### src/rtl/fir_requant_pkg.sv
// Shared defaults, saturation bounds and the stage-2 record for the FIR output requantizer.
package fir_requant_pkg;

    localparam int DEF_IN_W       = 64;
    localparam int DEF_OUT_W      = 16;
    localparam int DEF_SHIFT      = 15;
    localparam int DEF_FIFO_DEPTH = 4;
    localparam int DEF_CNT_W      = 16;

    function automatic longint sat_max(input int w);
        return (longint'(1) <<< (w - 1)) - longint'(1);
    endfunction

    function automatic longint sat_min(input int w);
        return -(longint'(1) <<< (w - 1));
    endfunction

    // Data field is sized by DEF_OUT_W; the top must be built with OUT_W equal to it.
    typedef struct packed {
        logic                 valid;
        logic                 sat;
        logic [DEF_OUT_W-1:0] data;
    } s2_rec_t;

endpackage

### src/rtl/requant_fifo.sv
// Synchronous FIFO with registered storage; head is visible combinationally from the read slot.
// Push while full is ignored unless a pop happens the same cycle; pop while empty is ignored.
module requant_fifo #(
    parameter int W     = 16,
    parameter int DEPTH = 4
) (
    input  logic                     clk,
    input  logic                     rst,
    input  logic                     i_push,
    input  logic [W-1:0]             i_push_dat,
    input  logic                     i_pop,
    output logic                     o_full,
    output logic                     o_empty,
    output logic [$clog2(DEPTH):0]   o_count,
    output logic [W-1:0]             o_head_dat
);

    localparam int PW = $clog2(DEPTH);

    logic [W-1:0]  r_mem [DEPTH];
    logic [PW-1:0] r_wr_ptr;
    logic [PW-1:0] r_rd_ptr;
    logic [PW:0]   r_count;
    logic          w_pop;
    logic          w_push;

    assign o_full     = (r_count == (PW + 1)'(DEPTH));
    assign o_empty    = (r_count == '0);
    assign o_count    = r_count;
    assign o_head_dat = r_mem[r_rd_ptr];

    assign w_pop  = i_pop && !o_empty;
    assign w_push = i_push && (!o_full || w_pop);

    always_ff @(posedge clk) begin
        if (rst) begin
            for (int i = 0; i < DEPTH; i++) begin
                r_mem[i] <= '0;
            end
            r_wr_ptr <= '0;
            r_rd_ptr <= '0;
            r_count  <= '0;
        end else begin
            if (w_push) begin
                r_mem[r_wr_ptr] <= i_push_dat;
                r_wr_ptr        <= r_wr_ptr + PW'(1);
            end
            if (w_pop) begin
                r_rd_ptr <= r_rd_ptr + PW'(1);
            end
            if (w_push && !w_pop) begin
                r_count <= r_count + (PW + 1)'(1);
            end else if (w_pop && !w_push) begin
                r_count <= r_count - (PW + 1)'(1);
            end
        end
    end

endmodule

### src/rtl/fir_output_requant.sv
// Round-half-up shift and saturate FIR output to OUT_W, buffered in a FIFO; 3-cycle latency into an empty FIFO.
// Pipeline never stalls: a full FIFO without a same-cycle pop drops the sample and sets sticky overrun.
module fir_output_requant
    import fir_requant_pkg::*;
#(
    parameter int IN_W       = DEF_IN_W,
    parameter int OUT_W      = DEF_OUT_W,
    parameter int SHIFT      = DEF_SHIFT,
    parameter int FIFO_DEPTH = DEF_FIFO_DEPTH,
    parameter int CNT_W      = DEF_CNT_W
) (
    input  logic                    clk,
    input  logic                    rst,
    input  logic                    in_valid,
    input  logic signed [IN_W-1:0]  din,
    output logic                    out_valid,
    input  logic                    out_ready,
    output logic signed [OUT_W-1:0] dout,
    output logic [CNT_W-1:0]        sat_count,
    output logic                    overrun,
    input  logic                    clear
);

    localparam int PW = $clog2(FIFO_DEPTH);
    localparam logic signed [IN_W:0] RND =
        (SHIFT > 0) ? ((IN_W + 1)'(1) << ((SHIFT > 0) ? SHIFT - 1 : 0)) : '0;
    localparam logic signed [IN_W:0] MAXV = (IN_W + 1)'(sat_max(OUT_W));
    localparam logic signed [IN_W:0] MINV = (IN_W + 1)'(sat_min(OUT_W));
    localparam logic [CNT_W-1:0]     CNT_MAX = '1;

    logic signed [IN_W:0] w_ext;
    logic signed [IN_W:0] w_rnd;
    logic signed [IN_W:0] w_shf;
    logic                 r_s1_vld;
    logic signed [IN_W:0] r_s1_dat;
    logic                 w_hi;
    logic                 w_lo;
    logic [OUT_W-1:0]     w_sat_dat;
    s2_rec_t              r_s2;
    logic                 w_full;
    logic                 w_empty;
    logic [PW:0]          w_count;
    logic [OUT_W-1:0]     w_head_dat;
    logic                 w_pop;
    logic                 w_push;
    logic                 w_drop;
    logic [CNT_W-1:0]     r_sat_count;
    logic                 r_overrun;

    // One guard bit above IN_W keeps the rounding add from wrapping.
    assign w_ext = {din[IN_W-1], din};
    assign w_rnd = w_ext + RND;
    assign w_shf = w_rnd >>> SHIFT;

    always_ff @(posedge clk) begin
        if (rst) begin
            r_s1_vld <= 1'b0;
            r_s1_dat <= '0;
        end else begin
            r_s1_vld <= in_valid;
            r_s1_dat <= w_shf;
        end
    end

    assign w_hi = (r_s1_dat > MAXV);
    assign w_lo = (r_s1_dat < MINV);

    always_comb begin
        w_sat_dat = r_s1_dat[OUT_W-1:0];
        if (w_hi) begin
            w_sat_dat = MAXV[OUT_W-1:0];
        end else if (w_lo) begin
            w_sat_dat = MINV[OUT_W-1:0];
        end
    end

    always_ff @(posedge clk) begin
        if (rst) begin
            r_s2 <= '0;
        end else begin
            r_s2 <= '{valid: r_s1_vld, sat: (w_hi || w_lo), data: w_sat_dat};
        end
    end

    assign w_pop  = out_ready && !w_empty;
    assign w_push = r_s2.valid && (!w_full || w_pop);
    assign w_drop = r_s2.valid && w_full && !w_pop;

    requant_fifo #(
        .W     (OUT_W),
        .DEPTH (FIFO_DEPTH)
    ) u_fifo (
        .clk        (clk),
        .rst        (rst),
        .i_push     (w_push),
        .i_push_dat (r_s2.data),
        .i_pop      (w_pop),
        .o_full     (w_full),
        .o_empty    (w_empty),
        .o_count    (w_count),
        .o_head_dat (w_head_dat)
    );

    // Saturations are counted at stage 2, so dropped samples still count.
    always_ff @(posedge clk) begin
        if (rst || clear) begin
            r_sat_count <= '0;
            r_overrun   <= 1'b0;
        end else begin
            if (r_s2.valid && r_s2.sat && (r_sat_count != CNT_MAX)) begin
                r_sat_count <= r_sat_count + CNT_W'(1);
            end
            if (w_drop) begin
                r_overrun <= 1'b1;
            end
        end
    end

    assign out_valid = (w_count != '0);
    assign dout      = w_head_dat;
    assign sat_count = r_sat_count;
    assign overrun   = r_overrun;

endmodule

### config.mk
export PLATFORM = sky130hd
export DESIGN_NAME = fir_output_requant
export DESIGN_NICKNAME = d
export VERILOG_FILES = /design/src/rtl/fir_requant_pkg.sv /design/src/rtl/requant_fifo.sv /design/src/rtl/fir_output_requant.sv
export SDC_FILE = /design/constraint.sdc
export NUM_CORES = 1
export LEC_CHECK = 0
export CAP_MARGIN = 0
export CORE_ASPECT_RATIO = 0.8
export CORE_MARGIN = 2
export CORE_UTILIZATION = 55
export CTS_CLUSTER_SIZE = 24
export DETAILED_ROUTE_END_ITERATION = 16
export DONT_BUFFER_PORTS = 1
export PLACE_DENSITY_LB_ADDON = 0.05
export SKIP_LAST_GASP = 1
export SLEW_MARGIN = 20
export SYNTH_ARGS = -nofsm -noshare
export SYNTH_HDL_FRONTEND = slang
export SYNTH_HIERARCHICAL = 1
export SYNTH_SLANG_ARGS = --single-unit
### constraint.sdc
create_clock -name clk -period 2.75 [get_ports clk]
set_input_delay 0.4125 -clock clk [delete_from_list [all_inputs] [get_ports clk]]
set_output_delay 0.4125 -clock clk [all_outputs]
set_load 0.02 [all_outputs]
# --- After elaboration in Yosys (flattened, before gate mapping) ---
# Memories as Yosys holds them, arrays and structs flattened. A register that Yosys moved wholly into a read port is not among the register bits.
# Index checks and enable logic that the tools add are counted.
word_totals:
  out_inout_bits: 34
  mem_bits_rw: 64
  input_bits: 69
  latch_bits: 0
  ff_bits: 93
  memories: 1
  romBits: 0
  elab_cells: 60
mem_list:
  columns: ["memory", "depth", "word_bits", "rd", "rd_ports_with_merged_regs", "wr", "line_no", "text"]
  rows:
  - ["u_fifo.r_mem", 4, 16, 1, 1, 4, "requant_fifo.sv:20", "logic [W-1:0] r_mem [DEPTH];"]
classes:
  magnitude_cmp: 2
  add_sub_neg: 6
  muxes: 14
  n_eq_ne: 2
  n_div: 0
  n_reduce_logical: 24
  n_mul: 0
  n_shift: 0
  bitwise_logic: 0
op_table:
  columns: ["op", "count"]
  rows:
  - ["64-bit by 16-bit adder with 65-bit output (second input constant)", 1]
  - ["50-bit by 16-bit > comparator with 1-bit output (second input constant)", 1]
  - ["50-bit by 16-bit less-than comparator with 1-bit output (second input constant)", 1]
  - ["16-bit 2-to-1 mux", 2]
  - ["16-bit by 1-bit adder with 16-bit output (second input constant)", 1]
  - ["16-bit != test (second input constant)", 1]
  - ["16-bit OR reduction", 1]
  - ["15-bit 2-to-1 mux", 1]
  - ["1-bit logical AND", 10]
  - ["1-bit 2-to-1 mux", 6]
  - ["2-bit 2-to-1 mux", 3]
  - ["3-bit 2-to-1 mux", 2]
  - ["1-bit logical NOT", 5]
  - ["2-bit by 1-bit adder with 2-bit output (second input constant)", 2]
  - ["1-bit logical OR", 4]
  - ["3-bit by 1-bit adder with 3-bit output (second input constant)", 1]
  - ["3-bit equality test (second input constant)", 1]
  - ["3-bit logical NOT", 1]
  - ["3-bit nonzero test", 1]
  - ["3-bit by 1-bit subtractor with 3-bit output (second input constant)", 1]
  - ["2-bit nonzero test", 1]
  - ["2-bit OR reduction", 1]

# --- Depth between registers and ports, before layout ---
depth:
  ltp_word: 11
  depth_mapped: 12
  ltp_nobuf: 12

# --- By module ---
# Netlist, hierarchy kept.
modules_own_cells:
  columns: ["mod", "cells_each", "instances", "seq_area_each_um2", "area_each_um2"]
  rows:
  - ["fir_output_requant", 512, 1, 1721.7, 4281.6]
  - ["requant_fifo", 202, 1, 2102.0, 3236.9]

# --- Worst setup path before layout ---
# No wires, ideal clock.
synth_timing:
  path_kind: "reg2reg"
  start: "register u_fifo.r_count[0] (netlist: u_fifo/o_count[0])"
  end: "memory u_fifo.r_mem[1][0] (enable)"
  stages_incl_launch_ff: 6
  required_time_ns: 2.336
  path_buffers: 0
  setup_time_ns: 0.414
  arrival_ns: 2.517
  synth_period_minus_slack_ns: 2.931
  slack_ns: -0.181
  path_cell_list: "dfxtp_1 -> nor3_1 -> nand2b_1 -> a21boi_0 -> nand2_1 -> o31ai_1"
synth_rtl:
  columns: ["item", "line_no", "text"]
  rows:
  - ["start: declaration", "requant_fifo.sv:23", "logic [PW:0] r_count;"]
  - ["start signal: assignment", "requant_fifo.sv:52", "r_count <= r_count + (PW + 1)'(1);"]
  - ["start signal: assignment", "requant_fifo.sv:54", "r_count <= r_count - (PW + 1)'(1);"]
  - ["end: declaration", "requant_fifo.sv:20", null]

# --- Worst setup path after layout ---
layout_timing:
  start: "register u_fifo.r_count[2] (netlist: u_fifo/o_count[2])"
  end: "register u_fifo.r_count[2] (netlist: u_fifo/o_count[2])"
layout_via:
  elab_chain_cells: 9
  elab_cells_between_ends: 19
  classes_between: "add/sub (2); eq/ne (1); mux (2); reduce/logical (14)"
layout_rtl:
  columns: ["item", "line_no", "text"]
  rows:
  - ["3-bit logical NOT *", "requant_fifo.sv:28", "assign o_empty = (r_count == '0);"]
  - ["via w_empty", "fir_output_requant.sv:41", "logic w_empty;"]
  - ["1-bit logical NOT *", "fir_output_requant.sv:85", "assign w_pop = out_ready && !w_empty;"]
  - ["1-bit logical AND *", "fir_output_requant.sv:85", null]
  - ["1-bit logical OR *", "fir_output_requant.sv:86", "assign w_push = r_s2.valid && (!w_full || w_pop);"]
  - ["1-bit logical AND *", "fir_output_requant.sv:86", null]
  - ["via w_push", "fir_output_requant.sv:45", "logic w_push;"]
  - ["1-bit logical AND *", "requant_fifo.sv:33", "assign w_push = i_push && (!o_full || w_pop);"]
  - ["via u_fifo.w_push", "requant_fifo.sv:25", "logic w_push;"]
  - ["1-bit logical NOT", "requant_fifo.sv:53", "end else if (w_pop && !w_push) begin"]
  - ["1-bit logical AND", "requant_fifo.sv:53", null]
  - ["2-bit nonzero test (no line)", null, null]
# The timed path passes the listed nets; every way through them passes the cells marked *. The select of a mux whose other input is x is not followed.
# A chain may end at the register's enable or synchronous reset.

==> out/metrics.csv <==
stage;metric;value;unit
synth;average size of a mapped cell;10.5;um^2
worst_hold_path;Hold Crit Depth;1;
critical_path;Critical Path Stages;11;
synth;Async S/R FF share, synth;0;
die;Die ar.;14600;um^2
place;Area after DPL;7690;um^2
critical_path;crit start category;flop;
finish;multi-input combinational cell area;3430;um^2
routing;drt total wl;16000;um
critical_path;crit end category;flop;
synth;Yosys cell types;54;
die;initial core utilization;0.559;
critical_path;Max FO, Critical Path;8;
clock_network;Max Buffers Root-to-Sink;2;
job;Max Cap Viol;0;
critical_path;Worst path max stage delay;0.44;ns
synth;Cells after Synth;714;
worst_hold_path;HP Class;in -> reg;
synth;Post-synth EDFFs;64;
power;sequential share of power;0.493;
clock_network;TritonCTS Sinks;159;
critical_path;Worst EP arrival;2.85;ns
timing;Slew @ Worst Pin;0.862;ns
worst_hold_path;Worst Hold Endpoint;u_fifo/o_count[2]$_SDFFE_PP0P_;
routing;First DRT Iteration DRCs;341;
timing;RSZ-0062 raised after global routing;false;
die;Die Wd;135;um
power;PD cells;645;nW/um^2
outcome;status;finished clean;
critical_path;slowest CP cell;dfxtp_1;
finish;commonest non-fill, non-tap cells in the layout;dfxtp_1 (95), and2_1 (70), edfxtp_1 (64);
routing;DR WL/cell;17.7;um
finish;Finished Cell Area;8260;um^2
synth;Seq cells post-synth;159;
clock_network;CTS tree;done;
clock_network;clk_lat worst skew;0.42;ns
synth;ys flop type;dfxtp_1;
critical_path;crit-path cells;nor3_1, nand2b_1, a21boi_1, nand2b_1, inv_1, ha_1, inv_1, fa_1, xor2_1, or3_1, a21oi_1;
place;GPL Wtd Cong;0.848;
critical_path;r2r worst-path depth;11;
place;placed cells;868;
power;VDD IR-drop max;0.000527;V
timing;fmax;403;MHz
power;P_leak;2.89;nW
timing;fin crit share;0.903;
power;Net Sw Power;1.23;mW
timing;final hold vios;0;
die;core area;13500;um^2
critical_path;Crit Reg-Reg Startpoint;u_fifo/o_count[2]$_SDFFE_PP0P_;
critical_path;WS Path Type;reg -> reg;
routing;antenna-violating nets left;0;
synth;synthesized cell area;7520;um^2
finish;Layout area overhead;9.80;%
synth;Simple-Gate Fraction of Synth Area;0.265;
power;Gate power share;0.086;
timing;Slew Viols, Final;0;
finish;ratio of cells with drive above 1 in the final layout;0.133;
routing;TritonRoute pass-1 iters;4;
critical_path;critical path's top delay family;simple AND/OR/NAND/NOR gates;
timing;# setup viols final;0;
worst_hold_path;min-delay src;rst;
critical_path;Req. time, crit path;3.11;ns
global_routing;GRT Residual Overflow;0;
global_routing;gr usage total;0.232;
global_routing;first-pass GRT wire length;26400;um
global_routing;largest net degree at the start of global routing;99;
critical_path;reg-to-reg endpoint;u_fifo/o_count[2]$_SDFFE_PP0P_;
finish;commonest non-fill, non-tap cell in the layout;dfxtp_1;
synth;sequential share of the synthesized area;0.509;
clock_network;CTS buffer count;17;
routing;DRC;0;
routing;Vias;5310;
power;power share of the clock group;0.421;
synth;mux contribution to synthesized area;0.0915;
critical_path;Buf+Inv Stages, Crit Path;2;
synth;main combinational cell family by area after synthesis;simple AND/OR/NAND/NOR gates;
finish;# fillers;1128;
clock_network;cts hold-fix bufs;0;
synth;Yosys warning count;6;
place;Port-buffer cells;0;
clock_network;Clock Pin Slew Worst Setup and Hold Paths;0.07;ns
clock_network;clock root cell;clkbuf_16;
clock_network;H-tree levels;4;
routing;Avg Vias per Cell;5.90;
place;Final HPWL DP;10800;um
global_routing;vias in the first global route;5328;
synth;Synth Area in XOR/XNOR;0.0186;
die;floorplan row count;38;
synth;Mapped Nets;787;
synth;Post-Synth Adder-Cell Area;0.00766;
timing;minimum clock period;2.48;ns
die;Die H;109;um
finish;Nets;780;
global_routing;initial antenna violation count;0;
timing;total negative slack;0;ns
power;Power Internal;4.09;mW
timing;Setup Skew;0.0107;ns
finish;diodes inserted;0;
power;switching share of power;0.232;
synth;post-synthesis compound-gate area fraction;0.0722;
die;boundary pin count;103;
finish;Non-Filler Instances;900;
timing;Slew headroom;0.425;
critical_path;r2r setup slk;0.27;ns
finish;total area of sequential cells;3820;um^2
cell families after synthesis:
group	after synthesis
fa+ha+maj	4
flops	159
compound gates	88
xor+xnor	16
buf+inv	66
simple gates	335
mux	46
per-layer routing:
metal / track usage / share of wire
met2: 0.368 / 0.46
met3: 0.0689 / 0.066
met4: 0.0632 / 0.0088
met5: 0 / 0
met1: 0.312 / 0.47
registers in the layout, indices dropped and copies added (netlist names), 2 cells and up, named ones only:
signal and flops:
u_fifo/r_mem 64, u_fifo/o_count 3, r_s2 18, r_s1_dat 50, sat_count 16, u_fifo/r_rd_ptr 2
u_fifo/r_wr_ptr 2
synth_stat cells, types with 3 or more instances:
| cell | count | area (um^2) |
|---|---|---|
| nor3_1 | 6 | 30.0 |
| or3_1 | 15 | 93.8 |
| edfxtp_1 | 64 | 1920 |
| clkbuf_1 | 30 | 113 |
| and3_1 | 10 | 62.6 |
| a2111o_1 | 5 | 56.3 |
| nand3_1 | 21 | 105 |
| nor4_1 | 33 | 206 |
| o21ai_0 | 14 | 70.1 |
| buf_1 | 4 | 15.0 |
| nor2_1 | 45 | 169 |
| mux4_2 | 16 | 360 |
| xor2_1 | 9 | 78.8 |
| mux2_2 | 21 | 236 |
| inv_1 | 23 | 86.3 |
| ha_1 | 3 | 37.5 |
| buf_2 | 7 | 35.0 |
| nand2_1 | 33 | 124 |
| or4_1 | 15 | 113 |
| nor2b_1 | 25 | 156 |
| or2_2 | 4 | 25.0 |
| and2_1 | 70 | 438 |
| mux2i_1 | 8 | 80.1 |
| o31ai_1 | 12 | 90.1 |
| nand4_1 | 33 | 206 |
| dfxtp_1 | 95 | 1900 |
| and4_1 | 11 | 96.3 |
| a21oi_1 | 45 | 225 |
| nand2b_1 | 4 | 25.0 |
| xnor2_1 | 7 | 61.3 |
stage by stage:
step	util	total power, mW	hold slack (ns)	setup slack, ns
floorplan	-	3.04	0.411	0.248
global placement	0.572	3.11	0.419	0.312
detailed placement	0.572	3.14	0.418	0.179
CTS	0.614	5.36	0.0383	0.139
global route	0.614	5.53	0.0416	0.0250
finish	0.614	5.32	0.0598	0.266
power by group through the flow:
stage | Clock [mW] | Sequential (mW) | Combinational [mW]
floorplan | 0 | 2.67 | 0.368
global placement | 0 | 2.67 | 0.445
detailed placement | 0 | 2.68 | 0.459
CTS | 2.28 | 2.63 | 0.462
global route | 2.38 | 2.64 | 0.506
finish | 2.24 | 2.63 | 0.456
worst max path at each step:
| stage | from | to | slack (ns) |
|---|---|---|---|
| 2_1_floorplan | u_fifo/o_count[1]$_SDFFE_PP0P_ | u_fifo/o_count[2]$_SDFFE_PP0P_ | 0.25 |
| 3_3_place_gp | u_fifo/o_count[2]$_SDFFE_PP0P_ | u_fifo/o_count[2]$_SDFFE_PP0P_ | 0.31 |
| 3_5_place_dp | u_fifo/o_count[2]$_SDFFE_PP0P_ | u_fifo/o_count[2]$_SDFFE_PP0P_ | 0.18 |
| 4_1_cts | u_fifo/o_count[2]$_SDFFE_PP0P_ | u_fifo/o_count[2]$_SDFFE_PP0P_ | 0.14 |
| 5_1_grt | u_fifo/o_count[2]$_SDFFE_PP0P_ | u_fifo/o_count[2]$_SDFFE_PP0P_ | 0.02 |
| 6_report | u_fifo/o_count[2]$_SDFFE_PP0P_ | u_fifo/o_count[2]$_SDFFE_PP0P_ | 0.27 |
worst reg2reg max path, cell delays in order, from the launching register on:
cell	delay, ns
dfxtp_1	0.44
nor3_1	0.08
nand2b_1	0.18
a21boi_1	0.26
nand2b_1	0.15
inv_1	0.08
ha_1	0.19
inv_1	0.07
fa_1	0.38
xor2_1	0.16
or3_1	0.31
a21oi_1	0.13
area by class of cell:
class                   instances  area share
clock buffers                  23      0.0582
clock inverters                 9      0.0102
inverters                      23      0.0105
multi-input cells             489       0.415
flip-flops and latches        159       0.463
well taps                     180      0.0273
repair buffers                 17      0.0155
timing repair:
action / 4_1_cts / 5_1_grt
resized for setup: 0 / 1
endpoints found under the setup margin: 0 / 1
buffers inserted: 0 / 0
No activity file was read; power rests on OpenSTA's default activity.
==> variant 1, RTL diff (same settings) <==
Reset style: asynchronous (`rst`), changed in 3 clocked blocks.
--- a/src/rtl/requant_fifo.sv
+++ b/src/rtl/requant_fifo.sv
@@ -32,7 +32,7 @@
     assign w_pop  = i_pop && !o_empty;
     assign w_push = i_push && (!o_full || w_pop);
 
-    always_ff @(posedge clk) begin
+    always_ff @(posedge clk or posedge rst) begin
         if (rst) begin
             for (int i = 0; i < DEPTH; i++) begin
                 r_mem[i] <= '0;
--- a/src/rtl/fir_output_requant.sv
+++ b/src/rtl/fir_output_requant.sv
@@ -52,7 +52,7 @@
     assign w_rnd = w_ext + RND;
     assign w_shf = w_rnd >>> SHIFT;
 
-    always_ff @(posedge clk) begin
+    always_ff @(posedge clk or posedge rst) begin
         if (rst) begin
             r_s1_vld <= 1'b0;
             r_s1_dat <= '0;
@@ -74,7 +74,7 @@
         end
     end
 
-    always_ff @(posedge clk) begin
+    always_ff @(posedge clk or posedge rst) begin
         if (rst) begin
             r_s2 <= '0;
         end else begin
Check against the original RTL: differs if rst is asserted again (counterexample within 4 cycles, from zero or initial values and one cycle with rst high); with rst held inactive, the same outputs for 10 cycles.
==> variant 1 against the unedited design <==
  * Non-clock buffer count is 2 higher
  * Worst setup slack worse by 44 ps
  * Die area is 0.90% lower
  * Wire length is 0.81% lower
  * Global-route usage is 0.17 points higher
  * Cell area is 0.26% higher
  * Utilization is 0.38 points higher
  * Sequential cell count is 2 lower
  * Synthesized area is 0.93% lower
  * Largest cell class unchanged
  * Highest routed layer unchanged
Power is not compared: it rests on default switching activity, and its combinational part moved more than twofold at a synthesized area within 25%.
==> variant 1: results (changes against the unedited design) <==
routability cong.: 0.867 (+2.3%)
xor-xnor portion of the synthesized cell area: 6.35% (+4.5 points)
invs w/o clock: 10 (-57%)
Seq. cell area: 0.00384 mm^2 (+0.52%)
met3 Use GR: 6.84% (-0.047 points)
CP startpoint: u_fifo/o_count[1]$_DFFE_PP0P_
clkbuf count: 21 (-8.7%)
M1 wire length: 7000 um (-6.4%)
Starting DRT DRC Count: 210 (-38%)
Commonest cells post-synth: 140 x dfrtp_1, 66 x mux2_2, 38 x nor4_1
share of layout cells above drive strength 1: 23.9% (+11 points)
Hold WS: 2.23 ps (-57.5 ps)
WL met3: 1010 um (-3.6%)
Worst Max-Slew Pin Slew: 734 ps (-128 ps)
fillers: 1079 (-4.3%)
Via density: 6.15 (+4.2%)
Compound-Gate Fraction of Synth Area: 4.42% (-2.8 points)
Hold Path Class: in -> async
initial antenna violation count: 0 (unchanged)
Post-CTS Hold Buffers: 1 (+1)
outcome: complete, no violations
post-synthesis mux area share: 15.5% (+6.3 points)
non-clk buf share: 1.75% (+0.21 points)
flop2flop setup slack: 220 ps (-40 ps)
vias in the first global route: 5072 (-4.8%)
overall routing resource usage: 23.4% (+0.17 points)
Global Route met1 Usage: 31.4% (+0.23 points)
synthesis-stage register bit count: 157 (-1.3%)
GR Util met2: 37.5% (+0.67 points)
fraction of area in multi-input gates: 41.2% (-0.33 points)
total wire length: 15800 um (-0.81%)
multi-input gates: 411 (-16%)
final net count: 693 (-11%)
Worst setup endpoint: u_fifo/o_count[1]$_DFFE_PP0P_
post-synth cell types: 51 (-5.6%)
largest net degree at the start of global routing: 36 (-64%)
slowest stage cell, crit path: dfrtp_1
Setup Skew: 12.9 ps (+2.19 ps)
static leakage: 0.00318 uW
R2R cell count: 9 (-2)
Async SR Flop Fraction: 89.2% (+89 points)
post-synthesis adder-cell area fraction: 1.44% (+0.68 points)
Seq/Total Area, Yosys: 51.6% (+0.75 points)
number of non-clock buffers in the layout: 19 (+2)
Max FO, Critical Path: 6 (-2)
global-route wire length before repair: 26200 um (-0.78%)
-- variant 1: changes by cell type after synthesis, moves of 35 or more --
cell / unedited run / this run
dfxtp_1: 95 / 17
mux2_2: 21 / 66
and2_1: 70 / 8
edfxtp_1: 64 / 0
a21oi_1: 45 / 10
dfrtp_1: 0 / 140
-- variant 1: cell families after synthesis --
logic type | Yosys count
flip-flops | 157
XOR/XNOR | 54
AO/OA/AOI/OAI | 45
buffers and inverters | 40
adder cells (fa/ha/maj) | 8
multiplexers | 87
AND/OR/NAND/NOR | 217
-- variant 1: through the flow --
stage | std cells | setup WS, ps | area, um^2 | total power [uW]
floorplan | 608 | 159 | 7450 | 5060
global placement | 776 | 254 | 7650 | 5400
detailed placement | 776 | 168 | 7650 | 5520
CTS | 808 | 159 | 8270 | 7970
global route | 808 | 16.9 | 8280 | 8310
finish | 808 | 222 | 8280 | 7900
==> variant 2, RTL diff (same flow settings) <==
Made on the original files. Set the package constant `DEF_FIFO_DEPTH` to 2 (it was 4).
--- a/src/rtl/fir_requant_pkg.sv
+++ b/src/rtl/fir_requant_pkg.sv
@@ -4,7 +4,7 @@
     localparam int DEF_IN_W       = 64;
     localparam int DEF_OUT_W      = 16;
     localparam int DEF_SHIFT      = 15;
-    localparam int DEF_FIFO_DEPTH = 4;
+    localparam int DEF_FIFO_DEPTH = 2;
     localparam int DEF_CNT_W      = 16;
 
     function automatic longint sat_max(input int w);
Function: changed (Yosys sat finds a counterexample within 10 cycles, from zero or initial values and one cycle with rst high).
==> variant 2 against the unedited design <==
  * Worst hold slack gained 23 ps
  * Total power shrank 18%
  * Sequential cell count shrank 36
  * Cell area decreased by 26%
  * Synthesized area is 28% lower
  * Sequential power fell by 24%
  * Count of clock-buffer cells in the layout decreased by 3
  * Wire length fell by 35%
  * Sequential share of layout area decreased by 0.68 points
  * Non-clock buffer count down 9
  * Worst setup slack better by 230 ps
  * Critical endpoint is now u_fifo/o_count[1]$_SDFFE_PP0P_
==> variant 2: results (changes against the unedited design) <==
H-tree lvl count: 4 (unchanged)
slowest stage delay, CP: 380 ps (-60 ps)
vias in the first global route: 3658 (-31%)
Clk network pwr share: 49.4% (+7.3 points)
Async SR Flop Fraction: 0% (unchanged)
overall routing resource usage: 20.3% (-2.9 points)
Bufs on Longest Clock Path: 2 (unchanged)
Max FO, Critical Path: 7 (-1)
clock root cell: clkbuf_16
fillers: 791 (-30%)
Setup Skew: 6.96 ps (-3.75 ps)
clk_lat worst skew: 400 ps (-20 ps)
Crit path max-delay family: simple AND/OR/NAND/NOR gates
IO Port Bufs: 0 (unchanged)
final net count: 621 (-20%)
static leakage: 0.00217 uW (-25%)
post-synth top area cell: dfxtp_1
global-route wire length before repair: 16900 um (-36%)
Net Switching: 911 uW (-26%)
outcome: complete, no violations
Vias: 3870 (-27%)
initial antenna violation count: 0 (unchanged)
synth warn: 6 (unchanged)
synth top area cells: dfxtp_1 34%, edfxtp_1 18%, xor2_1 5.0%
Seq/Total Area, Yosys: 51.6% (+0.72 points)
DR pass1 iterations: 4 (unchanged)
EDFF count, synth: 32 (-50%)
routability cong.: 0.877 (+3.4%)
critical path data arrival time: 2580 ps (-270 ps)
Hold Path Class: in -> reg
Max IR drop VDD: 0.399 mV (-24%)
Commonest cells post-synth: 91 x dfxtp_1, 66 x nor2_1, 35 x nand4_1
total wire length: 10300 um (-35%)
Post-DP HPWL: 7340 um (-32%)
antenna cell count: 0 (unchanged)
biggest regs: r_s1_dat (50), u_fifo/r_mem (32), r_s2 (18)
post-synthesis net count: 614 (-22%)
Clock transition at path regs: 60 ps
Post-CTS Resized: 0 (unchanged)
share of layout cells above drive strength 1: 11.7% (-1.6 points)
slowest stage cell, crit path: dfxtp_1
CTS buffer count: 17 (unchanged)
worst relative slew slack: 48.9% (+6.4 points)
sequential share of power: 45.8% (-3.5 points)
post-CTS setup buffer count: 0 (unchanged)
post-synth cell types: 47 (-13%)
Starting DRT DRC Count: 250 (-27%)
largest net degree at the start of global routing: 66 (-33%)
## variant 2: worst paths after layout
check | startpoint | end | slack [ps] | cells past startpoint
max | u_fifo/o_count[0]$_SDFFE_PP0P_ | u_fifo/o_count[1]$_SDFFE_PP0P_ | 490 | 9
min | rst | u_fifo/r_rd_ptr$_SDFFE_PP0P_ | 80 | 1
max reg2reg | u_fifo/o_count[0]$_SDFFE_PP0P_ | u_fifo/o_count[1]$_SDFFE_PP0P_ | 490 | 9
min reg2reg | r_s1_vld$_SDFF_PP0_ | r_s2[17]$_SDFF_PP0_ | 430 | 1
## variant 2: routing by layer
layer | GRT usage (%) | vias to the layer above | routed length, um
met1 | 27.7 | 1814 | 5020
met5 | 0 | - | 0
met3 | 5.96 | 6 | 555
met2 | 30.6 | 103 | 4670
li1 | - | 1947 | -
met4 | 7.33 | 0 | 85
## variant 2: layout make-up
cell class	instances	area, um^2	area share, %
clock inverters	12	120	1.97
repair buffers	8	60.1	0.985
inverters	12	45.0	0.739
multi-input cells	387	2470	40.5
clock buffers	20	468	7.67
flip-flops and latches	123	2780	45.6
well taps	119	149	2.44
## variant 2: stage by stage
stage | cell area, um^2 | setup slack, ps | cells | power, uW
floorplan | 5400 | 521 | 542 | 2200
global placement | 5510 | 478 | 649 | 2230
detailed placement | 5510 | 407 | 649 | 2240
CTS | 6100 | 495 | 681 | 4390
global route | 6100 | 349 | 681 | 4500
finish | 6100 | 495 | 681 | 4340
## variant 2: cells by family (layout without fill, tap and decap cells)
kind of cell	count (synthesis)	in the layout	share of synthesized area [%]
AO/OA/AOI/OAI	62	62	7.07
XOR/XNOR	48	48	7.79
adder cells (fa/ha/maj)	3	3	0.696
buffers and inverters	32	52	2.60
flip-flops	123	123	51.6
multiplexers	18	18	3.73
AND/OR/NAND/NOR	256	256	26.5
